--- src/rtl/sonar_echo_emu.sv ---
// Ultrasonic range sensor responder: validates the trig width, waits the burst
// time, then drives a configurable-width echo followed by a trig hold-off.
module sonar_echo_emu #(
   parameter int unsigned TRIG_MIN_CYC = 500,
   parameter int unsigned BURST_CYC    = 10000,
   parameter int unsigned ECHO_MAX_CYC = 1900000,
   parameter int unsigned HOLDOFF_CYC  = 3000000
) (
   input  logic        clk_sys,
   input  logic        rst_n,
   input  logic        trig,
   output logic        echo,
   input  logic [31:0] cfg_echo_cyc,
   input  logic        cfg_drop,
   output logic        busy,
   output logic        err_short_trig,
   output logic [15:0] cnt_resp
);

   localparam logic [2:0] S_IDLE  = 3'd0;
   localparam logic [2:0] S_TWID  = 3'd1;
   localparam logic [2:0] S_BURST = 3'd2;
   localparam logic [2:0] S_ECHO  = 3'd3;
   localparam logic [2:0] S_HOLD  = 3'd4;

   localparam logic [31:0] LP_TRIG_MIN   = 32'(TRIG_MIN_CYC);
   localparam logic [31:0] LP_BURST_LAST = 32'(BURST_CYC - 1);
   localparam logic [31:0] LP_ECHO_MAX   = 32'(ECHO_MAX_CYC);
   localparam logic [31:0] LP_HOLD_LAST  = 32'(HOLDOFF_CYC - 1);

   logic        r_trig_meta;
   logic        r_trig_s;
   logic        r_trig_d;
   logic [2:0]  r_state;
   logic [2:0]  w_state_nxt;
   logic [31:0] r_cnt;
   logic [15:0] r_width;
   logic [31:0] r_cfg;
   logic        r_drop;
   logic [31:0] w_len;
   logic        r_echo;
   logic        r_busy;
   logic        r_err;
   logic [15:0] r_cnt_resp;
   logic        w_rise;

   assign w_rise         = r_trig_s & ~r_trig_d;
   assign echo           = r_echo;
   assign busy           = r_busy;
   assign err_short_trig = r_err;
   assign cnt_resp       = r_cnt_resp;

   // Echo length from the values latched at trig fall; 0 is promoted to 1.
   always_comb begin
      w_len = r_cfg;
      if (r_drop || (r_cfg > LP_ECHO_MAX)) begin
         w_len = LP_ECHO_MAX;
      end else if (r_cfg == 32'd0) begin
         w_len = 32'd1;
      end
   end

   always_comb begin
      w_state_nxt = r_state;
      case (r_state)
         S_IDLE:  if (w_rise) w_state_nxt = S_TWID;
         S_TWID:  if (!r_trig_s) begin
                     w_state_nxt = ({16'd0, r_width} >= LP_TRIG_MIN) ? S_BURST : S_IDLE;
                  end
         S_BURST: if (r_cnt == LP_BURST_LAST) w_state_nxt = S_ECHO;
         S_ECHO:  if (r_cnt == (w_len - 32'd1)) w_state_nxt = S_HOLD;
         S_HOLD:  if (r_cnt == LP_HOLD_LAST) w_state_nxt = S_IDLE;
         default: w_state_nxt = S_IDLE;
      endcase
   end

   // echo and busy are registered from the next state so they align with r_state.
   always_ff @(posedge clk_sys or negedge rst_n) begin
      if (!rst_n) begin
         r_trig_meta <= 1'b0;
         r_trig_s    <= 1'b0;
         r_trig_d    <= 1'b0;
         r_state     <= S_IDLE;
         r_cnt       <= '0;
         r_width     <= '0;
         r_cfg       <= '0;
         r_drop      <= 1'b0;
         r_echo      <= 1'b0;
         r_busy      <= 1'b0;
         r_err       <= 1'b0;
         r_cnt_resp  <= '0;
      end else begin
         r_trig_meta <= trig;
         r_trig_s    <= r_trig_meta;
         r_trig_d    <= r_trig_s;
         r_state     <= w_state_nxt;
         r_busy      <= (w_state_nxt != S_IDLE);
         r_echo      <= (w_state_nxt == S_ECHO);
         r_err       <= (r_state == S_TWID) && (w_state_nxt == S_IDLE);

         if (w_state_nxt != r_state) begin
            r_cnt <= '0;
         end else if ((r_state == S_BURST) || (r_state == S_ECHO) || (r_state == S_HOLD)) begin
            r_cnt <= r_cnt + 32'd1;
         end

         if ((r_state == S_IDLE) && w_rise) begin
            r_width <= 16'd1;
         end else if ((r_state == S_TWID) && r_trig_s && (r_width != 16'hFFFF)) begin
            r_width <= r_width + 16'd1;
         end

         if ((r_state == S_TWID) && (w_state_nxt == S_BURST)) begin
            r_cfg  <= cfg_echo_cyc;
            r_drop <= cfg_drop;
         end

         if ((r_state == S_ECHO) && (w_state_nxt == S_HOLD)) begin
            r_cnt_resp <= r_cnt_resp + 16'd1;
         end
      end
   end

endmodule

--- config.mk ---
export PLATFORM = sky130hd
export DESIGN_NAME = sonar_echo_emu
export DESIGN_NICKNAME = d
export VERILOG_FILES = /design/src/rtl/sonar_echo_emu.sv
export SDC_FILE = /design/constraint.sdc
export NUM_CORES = 1
export LEC_CHECK = 0
export CORE_MARGIN = 2
export CORE_UTILIZATION = 35
export DETAILED_ROUTE_END_ITERATION = 8
export GPL_TIMING_DRIVEN = 0
export SYNTH_ARGS = -nofsm -noshare
export SYNTH_HDL_FRONTEND = slang
export SYNTH_SLANG_ARGS = --single-unit
export TNS_END_PERCENT = 5
--- constraint.sdc ---
create_clock -name clk_sys -period 4 [get_ports clk_sys]
set_clock_uncertainty 0.1 [all_clocks]
set_input_delay 1 -clock clk_sys [delete_from_list [all_inputs] [get_ports clk_sys]]
set_output_delay 1 -clock clk_sys [all_outputs]
set_load 0.01 [all_outputs]
==> results.md <==
* Worst-Skew Late Latency at 0.36 ns
* Post-synth EDFFs at 0
* Critical Path RT at 4.18 ns
* Syn Inst Count at 676
* Gr ovfl total at 0
* Most common cell after layout, fill and taps aside: dfrtp_1
* GP Congestion at 0.8487
* Detailed placement HPWL at 12030 um
* Arr. time, crit path at 4.42 ns
* Final setup viols at 51
* Post-DRT Antenna Nets at 0
* Fillcell total at 1704
* Final Instance Area at 8377 um^2
* Post-route minimum period at 4.233 ns
* DR iter-0 viols at 338
* Vias at 5567
* Row cnt at 49
* Sequential area share after synthesis at 40.94%
* Number of vias per cell at 5.485
* Worst min path class: reg -> reg
* CTS max path bufs at 2
* Unrepaired setup endpoints after global routing: yes
* P_leak at 3.335 nW
* Core area at 18090 um^2
* H-Tree Depth at 3
* Crit. End Element: flop
* Cts bufs inserted at 9
* Avg Inst Size Synth at 9.584 um^2
* Drt total wl at 17180 um
* Initial Util at 35.82%
* Post-Syn Area at 6479 um^2
* Largest net degree at the start of global routing at 62
* Worst Setup Slack, final at -0.2335 ns
* Slew HR at 42.96%
* FFs w/ async S/R, synth at 100.0%
* Violated checks: negative setup slack
* Diodes inserted at 0
* Power density cells at 498.4 nW/um^2
* Vias in the first global route at 5596
* Most frequent cells in the layout: dfrtp_1, clkdlybuf4s50_1, xor2_1, nor2_1, nand2_1
* Total power at 4.175 mW
* Clock root cell: clkbuf_16
* DRC viols at 0
* Synthesis-to-layout area growth at 29.30%
* Crit path kind: reg -> reg
* CTS tree: built
* Ys flop type: dfrtp_1
* Final Util at 46.32%
* First-pass GRT wire length at 28280 um
* Sequential standard cell area at 2663 um^2
* Max-Cap Viols at 0
* Fin crit share at 105.8%
* First-pass detailed-route iteration total at 5
* Synthesized flop and latch total at 106
* GRT Total Usage at 17.92%
* Status: finished, violations left
* Smallest hold slack at 0.2504 ns
* IR drop worst, VDD at 256.8 uV
* Slew @ Worst Pin at 0.8490 ns
* Initial antenna violation count at 0
* Io pins at 55
* DR WL/cell at 16.93 um
* Die height at 140.1 um
* Port Buffers at 54
* Startpoint Class: flop
* Placed inst area at 7400 um^2
* Slew Viols, Final at 0
* Area of the multi-input gates at 3889 um^2
* Die area at 19620 um^2
* Syn. warnings at 0
* Critical path peak fanout at 5
* Worst-path clk slew at 0.07 ns
* Final-report hold violation count at 0
* CTS Sinks at 106
* Chip width at 140.1 um
* Net Count, Synth at 717
* Netlist cell types at 70
* Setup_tns at -7.511 ns
* Fmax at 236.2 MHz
* Fin nets at 822
* Share of layout cells above drive strength 1 at 23.92%
==> where the power goes <==
group	leakage [nW]	internal [mW]	switching, mW
registers	1.37	1.30	0.291
logic	1.82	0.818	0.844
clock network	0.140	0.506	0.414
total	3.33	2.63	1.55
==> metrics by stage <==
step	cells	worst slack, ns
detailed placement	960	-1.191
floorplan	676	0.004239
CTS	1005	-0.1813
finish	1015	-0.2335
global route	1015	-0.3811
global placement	959	-2.353
==> what timing repair did <==
item,in CTS,in global routing
gates resized for setup,52,20
pin swaps,24,20
gates cloned,2,1
setup buffers,31,9
hold buffers,0,0
setup endpoints to repair,52,52
==> kinds of logic (layout without fill, tap and decap cells) <==
group | count (synthesis) | in the layout | synth area share [%]
XOR/XNOR | 77 | 77 | 10.41
flip-flops | 106 | 106 | 40.94
adder cells (fa/ha/maj) | 5 | 5 | 0.9656
multiplexers | 39 | 39 | 6.701
buffers and inverters | 55 | 165 | 3.804
AND/OR/NAND/NOR | 276 | 276 | 24.49
AO/OA/AOI/OAI | 118 | 118 | 12.69
==> cells in the mapped netlist (all sizes together), types with 12 or more instances <==
cell type / instances / share of area [%]
nand3: 24 / 1.9
buf: 13 / 1.4
clkbuf: 26 / 1.5
nand2: 46 / 2.7
o21ai: 12 / 0.93
xor2: 48 / 6.5
xnor2: 29 / 3.9
dfrtp: 106 / 41
nor4: 19 / 2.3
nor2: 48 / 2.8
a21oi: 48 / 4.3
nand4: 27 / 2.8
inv: 16 / 0.93
and3: 18 / 1.7
mux2: 35 / 6.1
nor3: 30 / 3.1
==> sequential cells by signal, summed over array words and instances (netlist names) <==
register / cells
r_cnt: 32
r_trig_meta: 1
r_trig_d: 1
echo: 1
r_width: 16
cnt_resp: 16
r_trig_s: 1
err_short_trig: 1
r_state: 3
r_cfg: 32
r_drop: 1
busy: 1
==> final timing paths <==
kind	endpoint	slack (ns)	cells past startpoint	from
setup / recovery	cnt_resp[8]$_DFFE_PN0P_	-0.23	15	r_cfg[16]$_DFFE_PN0P_
hold / removal	r_trig_s$_DFF_PN0_	0.25	0	r_trig_meta$_DFF_PN0_
setup reg to reg	cnt_resp[8]$_DFFE_PN0P_	-0.23	15	r_cfg[16]$_DFFE_PN0P_
hold reg to reg	r_trig_s$_DFF_PN0_	0.25	0	r_trig_meta$_DFF_PN0_
max in group asynchronous	r_cfg[20]$_DFFE_PN0P_	2.50	2	rst_n
min in group asynchronous	cnt_resp[7]$_DFFE_PN0P_	0.55	1	rst_n
==> area by class of cell <==
cell class | instances | area share, %
Inverter | 16 | 0.7170
Clock inverter | 3 | 0.5527
Sequential cell | 106 | 31.78
Buffer | 35 | 2.674
Clock buffer | 13 | 2.987
Multi-Input combinational cell | 515 | 46.42
Timing Repair Buffer | 98 | 11.44
Tap cell | 229 | 3.420
==> routing by layer <==
metal	up-vias	GRT usage (%)	routed length [um]
li1	2660	-	-
met1	2751	24.40	7802
met2	125	28.91	8213
met3	31	2.564	788
met4	0	7.124	378
met5	-	0	0
==> critical path, cell delays in order, from the launching register on <==
cell and delay, ns:
dfrtp_1 0.42, or4_4 0.56, nor4_4 0.36, a31oi_4 0.13, nand2b_4 0.17, ha_4 0.17
nor4b_4 0.16, nand4_1 0.15, or3_1 0.14, a21oi_2 0.05, a2111o_1 0.42, nor4_4 0.33
nand4b_1 0.29, buf_4 0.26, and4bb_2 0.29, xor2_1 0.15
No activity file was read; power rests on OpenSTA's default activity.
